## config.mk

```make
export PLATFORM = sky130hd
export DESIGN_NAME = alu_writeback_regfile
export DESIGN_NICKNAME = d
export VERILOG_FILES = /design/src/rtl/alu_writeback_regfile.sv
export SDC_FILE = /design/constraint.sdc
export NUM_CORES = 1
export LEC_CHECK = 0
export ABC_AREA = 1
export CAP_MARGIN = 20
export CORE_ASPECT_RATIO = 0.75
export CORE_MARGIN = 3
export CORE_UTILIZATION = 50
export DETAILED_ROUTE_END_ITERATION = 6
export GPL_ROUTABILITY_DRIVEN = 0
export PLACE_DENSITY = 0.77
export SLEW_MARGIN = 15
export SYNTH_ARGS = -nofsm -noshare
export SYNTH_HDL_FRONTEND = slang
export SYNTH_SLANG_ARGS = --single-unit
```

## constraint.sdc

```tcl
create_clock -name clk -period 2.9 [get_ports clk]
set_input_delay 0.87 -clock clk [delete_from_list [all_inputs] [get_ports clk]]
set_output_delay 0.87 -clock clk [all_outputs]
set_load 0.05 [all_outputs]
```

## src/rtl/alu_writeback_regfile.sv

```systemverilog
// Register file, status-flag register and branch-condition evaluator that
// sits on both sides of the single-cycle ALU: two combinational read ports
// feed the operands, and the result/flags are captured on the next edge.
module alu_writeback_regfile #(
    parameter int WIDTH     = 16,
    parameter int ADDR_BITS = 3
) (
    input  logic                 clk,
    input  logic                 reset_n,
    input  logic [ADDR_BITS-1:0] rd_addr1,
    output logic [WIDTH-1:0]     rd_data1,
    input  logic [ADDR_BITS-1:0] rd_addr2,
    output logic [WIDTH-1:0]     rd_data2,
    input  logic                 wr_en,
    input  logic [ADDR_BITS-1:0] wr_addr,
    input  logic [WIDTH-1:0]     wr_data,
    input  logic [2:0]           alu_op,
    input  logic                 set_flags,
    input  logic                 carry_in,
    input  logic                 overflow_in,
    input  logic                 negative_in,
    input  logic                 zero_in,
    input  logic [3:0]           cond,
    output logic [3:0]           flags,
    output logic                 branch_taken
);

    localparam int NUM_REGS = 2 ** ADDR_BITS;

    typedef enum logic [3:0] {
        COND_EQ = 4'h0, COND_NE = 4'h1, COND_CS = 4'h2, COND_CC = 4'h3,
        COND_MI = 4'h4, COND_PL = 4'h5, COND_VS = 4'h6, COND_VC = 4'h7,
        COND_HI = 4'h8, COND_LS = 4'h9, COND_GE = 4'hA, COND_LT = 4'hB,
        COND_GT = 4'hC, COND_LE = 4'hD, COND_AL = 4'hE, COND_NV = 4'hF
    } cond_e;

    logic [WIDTH-1:0] regs [NUM_REGS];
    logic             flag_c, flag_v, flag_n, flag_z;
    logic             arith_op;
    logic             bypass1, bypass2;

    // ADD and SUB own the carry/overflow flags; every other opcode preserves them.
    assign arith_op = (alu_op == 3'b000) || (alu_op == 3'b001);

    // Register array: cleared on reset, otherwise one write per cycle.
    always_ff @(posedge clk) begin
        if (!reset_n) begin
            // NOTE: this array is cleared explicitly because reset must leave every
            // register at zero; that forces flops rather than a RAM macro, which is
            // acceptable at 8 entries.
            for (int i = 0; i < NUM_REGS; i++) begin
                regs[i] <= '0;
            end
        end else if (wr_en) begin
            // NOTE: non-blocking so every reader in this edge sees the pre-edge value.
            regs[wr_addr] <= wr_data;
        end
    end

    // Write-through bypass so an operand written this cycle is readable now;
    // disabled during reset because the write will be discarded.
    assign bypass1  = reset_n && wr_en && (rd_addr1 == wr_addr);
    assign bypass2  = reset_n && wr_en && (rd_addr2 == wr_addr);
    assign rd_data1 = bypass1 ? wr_data : regs[rd_addr1];
    assign rd_data2 = bypass2 ? wr_data : regs[rd_addr2];

    // Status register: arithmetic loads all four flags, logical/move loads N and Z.
    always_ff @(posedge clk) begin
        if (!reset_n) begin
            flag_c <= 1'b0;
            flag_v <= 1'b0;
            flag_n <= 1'b0;
            flag_z <= 1'b0;
        end else if (set_flags) begin
            if (arith_op) begin
                flag_c <= carry_in;
                flag_v <= overflow_in;
                flag_n <= negative_in;
            end else begin
                flag_n <= wr_data[WIDTH-1];
            end
            flag_z <= zero_in;
        end
    end

    assign flags = {flag_c, flag_v, flag_n, flag_z};

    // Branch condition resolved against the latched flags only (no in-flight bypass).
    always_comb begin
        // NOTE: default first so every path assigns and no latch is inferred.
        branch_taken = 1'b0;
        case (cond_e'(cond))
            COND_EQ: branch_taken = flag_z;
            COND_NE: branch_taken = !flag_z;
            COND_CS: branch_taken = flag_c;
            COND_CC: branch_taken = !flag_c;
            COND_MI: branch_taken = flag_n;
            COND_PL: branch_taken = !flag_n;
            COND_VS: branch_taken = flag_v;
            COND_VC: branch_taken = !flag_v;
            COND_HI: branch_taken = flag_c && !flag_z;
            COND_LS: branch_taken = !flag_c || flag_z;
            COND_GE: branch_taken = (flag_n == flag_v);
            COND_LT: branch_taken = (flag_n != flag_v);
            COND_GT: branch_taken = !flag_z && (flag_n == flag_v);
            COND_LE: branch_taken = flag_z || (flag_n != flag_v);
            COND_AL: branch_taken = 1'b1;
            COND_NV: branch_taken = 1'b0;
            default: branch_taken = 1'b0;
        endcase
    end

endmodule

```

# == Yosys cells after proc, flatten, opt, wreduce, memory -nomap -nowiden ==
# Memory sizes are Yosys's and may differ from the RTL's.
# Cells that the tools add are included.
# word_totals
regBits,4
ramBits,128
input_bits,40
out_inout_bits,37
memories,1
# memory_table
name,depth,word_bits,read_ports,rd_ports_with_merged_regs,wr,line_no,source
regs,8,16,2,0,8,37,logic [WIDTH-1:0] regs [NUM_REGS];
# classes
eq_ne,20
n_mux,11
n_reduce_logical,16
# op_table
operator,count
$mux 16,3
$eq 4x4->1 const B,8
$eq 4x3->1 const B,4
$pmux 1 s16,1
$reduce_or 16->1,1
$eq 4x2->1 const B,2
$eq 3x3->1,2
$mux 1,6
$logic_and 1x1->1,5
$eq 4x1->1 const B,1
$logic_not 1->1,4
$logic_not 4->1,1
$eq 3x1->1 const B,1
$logic_not 3->1,1
$logic_or 1x1->1,3
$mux 3,1
$reduce_and 2->1,1
$eq 1x1->1,1
$ne 1x1->1,1

# == Depth between registers and ports, before layout ==
# Gate-level depths: netlist (run 1).
# depth
ltp_word,5
mapped_depth,10

# == Least setup slack after synthesis (run 1) ==
# No wires, ideal clock.
# synth_path
path_type,input port to output port
start,in wr_addr[2]
end,out rd_data1[10]
arrival_ns,2.633
required_ns,2.030
setup_slack_ns,-0.603
path_stages,5
path_buffers,2
cell_sequence,clkbuf_2 > xnor2_1 > nand4_1 > clkbuf_1 > o21ai_0
# synth_via
elab_chain_len,3
# synth_lines
item,line_no,source
"start, declared",15,"input logic [ADDR_BITS-1:0] wr_addr,"
$eq 3x3->1,62,assign bypass1 = reset_n && wr_en && (rd_addr1 == wr_addr);
$logic_and 1x1->1,62,
$mux 16,64,assign rd_data1 = bypass1 ? wr_data : regs[rd_addr1];
"end, declared",11,"output logic [WIDTH-1:0] rd_data1,"
# Every way passes these cells.

# == Final worst setup path (run 1) ==
# layout_path
start,in rd_addr1[0]
end,out rd_data1[13]
# layout_via
elab_chain_len,3
# layout_lines
item,line_no,source
"start, declared",10,"input logic [ADDR_BITS-1:0] rd_addr1,"
"parallel branches: the longest is 2 deep, another holds $mem_v2 8x16",n/a,
$mux 16 (*),64,
# Mark *: on every way between the ends.

==> results of run 1 <==
==> power by group through the flow <==
stage | clock network, mW | registers [mW] | logic [mW]
2_1_floorplan | 0 | 2.28 | 0.708
3_3_place_gp | 0 | 2.29 | 1.21
3_5_place_dp | 0 | 2.30 | 1.23
4_1_cts | 2.16 | 2.26 | 1.38
5_1_grt | 2.27 | 2.27 | 1.61
6_report | 2.19 | 2.27 | 1.55
==> sequential cells by signal, indices dropped and copies added, names as in the netlist <==
signal  flops
flag_c      1
flag_v      1
flag_z      1
flag_n      1
regs      128
==> what timing repair did <==
action | in CTS | in global routing
buffers inserted | 6 | 4
gates resized for setup | 136 | 90
setup endpoints to repair | 33 | 33
pin swaps | 10 | 24
cloned | 8 | 2
==> worst max-delay path, cell delays in order <==
cell and delay, ns:
buf_16 0.13, bufbuf_16 0.30, a21oi_1 0.16, o21ai_0 0.15
nand3_1 0.12, nand3_1 0.13, o21ai_4 0.11, buf_12 0.16
==> routing by layer <==
layer | vias to the layer above | part of all wire (%) | GRT usage (%)
met2 | 776 | 45 | 53.27
li1 | 3435 | - | -
met4 | 0 | 6.3 | 13.05
met5 | - | 0 | 0
met1 | 3653 | 34 | 42.21
met3 | 181 | 14 | 9.408
==> Yosys cell counts, types with 4 or more instances <==
library cell	count	area, um2
a21oi_1	65	325.3
buf_1	4	15.01
buf_2	25	125.1
buf_4	5	37.54
buf_6	6	67.56
clkbuf_1	28	105.1
clkinv_1	16	60.06
dfxtp_1	4	80.08
edfxtp_1	128	3844
inv_1	80	300.3
nand2_1	109	409.1
nand2_2	8	50.05
nand3_1	100	500.5
nand4_1	17	106.4
nor2_1	148	555.5
o211ai_1	65	488.0
o21ai_0	90	450.4
o22ai_1	4	25.02
==> metrics by stage <==
step | setup TNS (ns) | utilization [%] | worst slack (ns) | area [um2]
finish | -1.727 | 75.47 | -0.09848 | 11090
global route | -2.426 | 75.47 | -0.1249 | 11090
CTS | -0.4758 | 72.30 | -0.06464 | 10620
detailed placement | -14.78 | 63.54 | -0.5483 | 9335
global placement | -14.34 | 63.54 | -0.5343 | 9335
floorplan | -3.085 | - | -0.2225 | 7731
==> cell type report <==
cell class                 instances  area [um2]
sequential                       132        3924
inverter                          98       377.9
clock buffer                      18       429.2
fill                             852        3603
multi-input combinational        613        3636
timing repair buffer             179        2311
tap                              200       250.2
clock inverter                    13       160.2
==> final timing paths <==
check / from / end / slack, ns / cells after the start
setup / recovery: rd_addr1[0] / rd_data1[13] / -0.1 / 8
hold / removal: flag_c$_SDFFE_PN0P_ / flag_c$_SDFFE_PN0P_ / 0.52 / 2
setup reg to reg: flag_v$_SDFFE_PN0P_ / flag_v$_SDFFE_PN0P_ / 2.20 / 2
hold reg to reg: flag_c$_SDFFE_PN0P_ / flag_c$_SDFFE_PN0P_ / 0.52 / 2
==> cells by family after synthesis <==
family | count (synthesis) | synth area share, %
buf+inv | 167 | 9.468
compound gates | 227 | 17.31
simple gates | 384 | 21.52
flops | 132 | 51.37
xor+xnor | 2 | 0.3277
==> metrics.txt, run 1 <==
internal power=4.179 mW; Post-Syn Instances=912; #FFs+latches synth=132; Combinational Power Share=25.8%; Setup WS post-layout=-0.09848 ns; Critical Path Start Type=input pin; dominant synthesized flop cell=edfxtp_1; final hold violations=0; # DRC=0; Num CTS Buffers=17; Clock Tree Root=clkbuf_16; Max-Cap Viols=0; number of enable flip-flop cells after synthesis=128; Syn Nets=952; FMAX=0.3335 GHz; initial antenna violation count=0; WL/cell=23.84 um; Max clock buf depth=2; htree depth=4; Warnings, synthesis=0; crit path time final=2.998 ns; crit share post-route=103.4%; Switching Share=30.48%; Synth async-reset ratio=0%; share of layout cells above drive strength 1=26.40%; leakage power total=4.515 nW; power density over the cells=542.1 mW/mm2; Worst Path Required=2.03 ns; clock network power share=36.5%; num rows=38; Crit Path Category=input pin to output port; Max VDD drop=0.5002 mV; total wire length=29870 um; Area Growth Syn to Fin=45.16%; most frequent cells in the layout=nor2_1 (143), edfxtp_1 (128), nand2_1 (90), inv_1 (74), o21ai_0 (71); Arr. time, crit path=2.13 ns; Post-DP HPWL=15700 um; Slew @ Worst Pin=0.5043 ns; # clock sinks=132; Ant. Diodes=0; area of the die=0.01681 mm2; CP Max Fanout=16; Iter 0 DRT Violations=1491; placed cells=1202; CTS Hold Bufs=0; overall power=6.010 mW; # nets final=1081; violated checks=setup timing; Vias/cell=6.421; core area=0.01469 mm2; port bufs=75; pins over their slew limit=0; syn avg cell area=8.376 um2; RSZ-0062 raised after global routing=true; Starting Density=51.99%; Clock Pin Slew Worst Setup and Hold Paths=0.06 ns; io pins=77; Skew-Pair Late Insertion Delay=0.42 ns; CTS tree=yes; antenna viol nets, final=0; largest net degree at the start of global routing=34; setup violators final=32; number of global-route vias before repair=7612; routed vias=8045; post-synth cell types=27; Pre-antenna DRT Iters=6; Die Wd=148.7 um; gr usage total=32.95%; Hold WC Path Type=flip-flop to flip-flop; Overflow after GRT=0; final cell count without fillers=1253; commonest non-fill, non-tap cell in the layout=nor2_1; mapped cell area=0.007639 mm2; sequential-to-total area share from yosys stat=51.37%; Setup Skew=0 ns; status=complete, but fails checks; Hold WS=0.5244 ns; Seq pwr share=37.7%; CP Capture Type=output port; Net Sw Power=1.832 mW; Worst slew margin=66.27%; Die H=113.0 um; first-pass GRT wire length=41920 um
Note: power is estimated with default switching activity, not from simulation.
==> run 2: changes to the inputs <==
ABC_AREA = 0   (was 1)
CORE_ASPECT_RATIO = default   (was 0.75)
CORE_MARGIN = default   (was 3)
PLACE_DENSITY = 0.78   (was 0.77)
==> metrics.txt, run 2 <==
Setup WS post-layout=-0.3043 ns (-0.2059 ns); setup violators final=32 (unchanged); flop2flop setup slack=2.15 ns (-0.05 ns); post-synth cell types=38 (+41%); gr usage total=33.16% (+0.21 points); antenna viol nets, final=0 (unchanged); dominant synthesized flop cell=edfxtp_1; WL/cell=28.27 um (+19%); Ant. Diodes=0 (unchanged); Max clock buf depth=2 (unchanged); Die H=124.6 um (+10%); Die Wd=124.6 um (-16%); share of layout cells above drive strength 1=49.14% (+23 points); Critical Path Start Type=input pin; crit path time final=3.204 ns (+0.2059 ns); CTS Hold Bufs=0 (unchanged); Pre-antenna DRT Iters=6 (unchanged); CP Capture Type=output port; # DRC=0 (unchanged); htree depth=4 (unchanged); Starting Density=51.48% (-0.52 points); # clock sinks=132 (unchanged); Vias/cell=6.416 (about the same); Clock Tree Root=clkbuf_16; most area-consuming cells after synthesis=edfxtp_1 (51%), mux4_2 (19%), and2_1 (11%); leakage power total=4.139 nW (-8.3%); # nets final=727 (-33%); RSZ-0062 raised after global routing=true; R2R cell count=2 (unchanged); Post-Syn Instances=534 (-41%); Setup Skew=0 ns (unchanged); Iter 0 DRT Violations=558 (-63%); #FFs+latches synth=132 (unchanged); Worst slew margin=58.23% (-8.0 points); sequential-to-total area share from yosys stat=52.25% (+0.88 points); number of enable flip-flop cells after synthesis=128 (unchanged); Synth async-reset ratio=0% (unchanged); pins over their slew limit=0 (unchanged); FMAX=0.3121 GHz (-6.4%); Crit Path Category=input pin to output port; Syn Nets=574 (-40%); Overflow after GRT=0 (unchanged); final hold violations=0 (unchanged); setup TNS=-7.311 ns (-5.584 ns); port bufs=75 (unchanged); Arr. time, crit path=2.33 ns (+0.20 ns); most frequent cells in the layout=and2_1 (129), edfxtp_1 (128), mux4_2 (64), buf_4 (62), buf_12 (51); largest area contributor in the netlist=edfxtp_1; area of the die=0.01551 mm2 (-7.7%); syn avg cell area=14.06 um2 (+68%); Worst Path Required=2.03 ns (about the same); mapped cell area=0.007510 mm2 (-1.7%); CP Max Fanout=5 (-11); core area=0.01459 mm2 (-0.70%); Max VDD drop=0.3966 mV (-21%); Post-DP HPWL=13270 um (-15%); commonest non-fill, non-tap cell in the layout=and2_1; Clock Pin Slew Worst Setup and Hold Paths=0.06 ns (about the same); total wire length=24990 um (-16%); num rows=44 (+16%); top post-synthesis cells by count=and2_1 (129), edfxtp_1 (128), mux4_2 (64), mux2i_1 (37), nand2_1 (35); fin util=76.39% (+0.92 points); share of the synthesized area in the top cell type=51.18% (+0.86 points); Warnings, synthesis=0 (unchanged); initial antenna violation count=0 (unchanged); most common cell in the synthesized netlist=and2_1; WHS Path Cells=2 (unchanged); largest reg by FF count=regs; Post-Place Worst Slack=-0.6952 ns (-0.1469 ns); number of global-route vias before repair=6209 (-18%); CTS tree=yes; crit share post-route=110.5% (+7.1 points); Skew-Pair Late Insertion Delay=0.41 ns (about the same); max FFs per register=128 (unchanged); Area Growth Syn to Fin=48.40%; status=complete, but fails checks; power density over the cells=547.7 mW/mm2 (+1.0%); overall power=6.104 mW (+1.6%); Slew @ Worst Pin=0.6243 ns (+0.1200 ns); violated checks=setup timing; Hold WC Path Type=flip-flop to flip-flop; first-pass GRT wire length=37210 um (-11%); routed vias=5672 (-29%); io pins=77 (unchanged); Max-Cap Viols=0 (unchanged); largest net degree at the start of global routing=23 (-32%); Num CTS Buffers=17 (unchanged)
## run 2: cell count changes in the layout (fill, tap and decap cells not counted), moves of 60 or more
| cell | previous run | this run |
|---|---|---|
| a21oi_1 | 62 | 2 |
| and2_1 | 0 | 129 |
| inv_1 | 74 | 1 |
| nand2_1 | 90 | 7 |
| mux4_2 | 0 | 64 |
| nand3_1 | 68 | 3 |
| nor2_1 | 143 | 8 |
| o21ai_0 | 71 | 1 |
| o211ai_1 | 65 | 1 |
## run 2: cells by family after synthesis
group / share of synthesized area (%)
compound gates: 3.732
flops: 52.25
buf+inv: 3.365
simple gates: 15.59
xor+xnor: 0.9331
mux: 24.13
## run 2: through the flow
stage | cell area [um2] | instances | hold slack (ns)
floorplan | 8019 | 534 | 0.5287
global placement | 9635 | 821 | 0.5678
detailed placement | 9654 | 823 | 0.5973
CTS | 11040 | 885 | 0.6147
global route | 11140 | 884 | 0.6484
finish | 11140 | 884 | 0.6287
## run 2: layout make-up
| type | instances | area (um2) |
|---|---|---|
| well taps | 184 | 230.2 |
| clock buffers | 20 | 436.7 |
| multi-input cells | 355 | 4108 |
| fillers | 775 | 3445 |
| repair buffers | 180 | 2262 |
| flip-flops and latches | 132 | 3924 |
| clock inverters | 12 | 180.2 |
| inverters | 1 | 3.754 |
## run 2: critical path, cell delays in order
cell and delay, ns:
buf_12 0.12, buf_8 0.13, xor2_4 0.15, nor4_4 0.27, buf_6 0.18, buf_12 0.11
buf_12 0.14, nand2_2 0.08, o21ai_4 0.09, buf_12 0.16
## run 2: per-layer routing
| layer | global-route usage [%] | wire (um) |
|---|---|---|
| met5 | 0 | 0 |
| met4 | 17.08 | 1029 |
| met2 | 59.77 | 13500 |
| met1 | 37.41 | 8637 |
| met3 | 5.928 | 1825 |
## run 2: final timing paths
kind | startpoint | to
worst min-delay path | flag_v$_SDFFE_PN0P_ | flag_v$_SDFFE_PN0P_
worst min register to register | flag_v$_SDFFE_PN0P_ | flag_v$_SDFFE_PN0P_
worst max-delay path | rd_addr1[0] | rd_data1[11]
worst max register to register | flag_z$_SDFFE_PN0P_ | flag_z$_SDFFE_PN0P_
## run 2: where the power goes
part | total [mW] | switching [mW] | internal [mW]
Sequential | 2.29 | 0.0782 | 2.21
Combinational | 1.56 | 0.791 | 0.768
Clock | 2.25 | 0.810 | 1.44
Total | 6.10 | 1.68 | 4.42
## run 2: what timing repair did
action                                  in CTS  in global routing
pin swaps                                   17                 19
gates resized for setup                    142                 46
gates cloned                                 8                  0
endpoints found under the setup margin      33                 33
buffers inserted                            23                  3
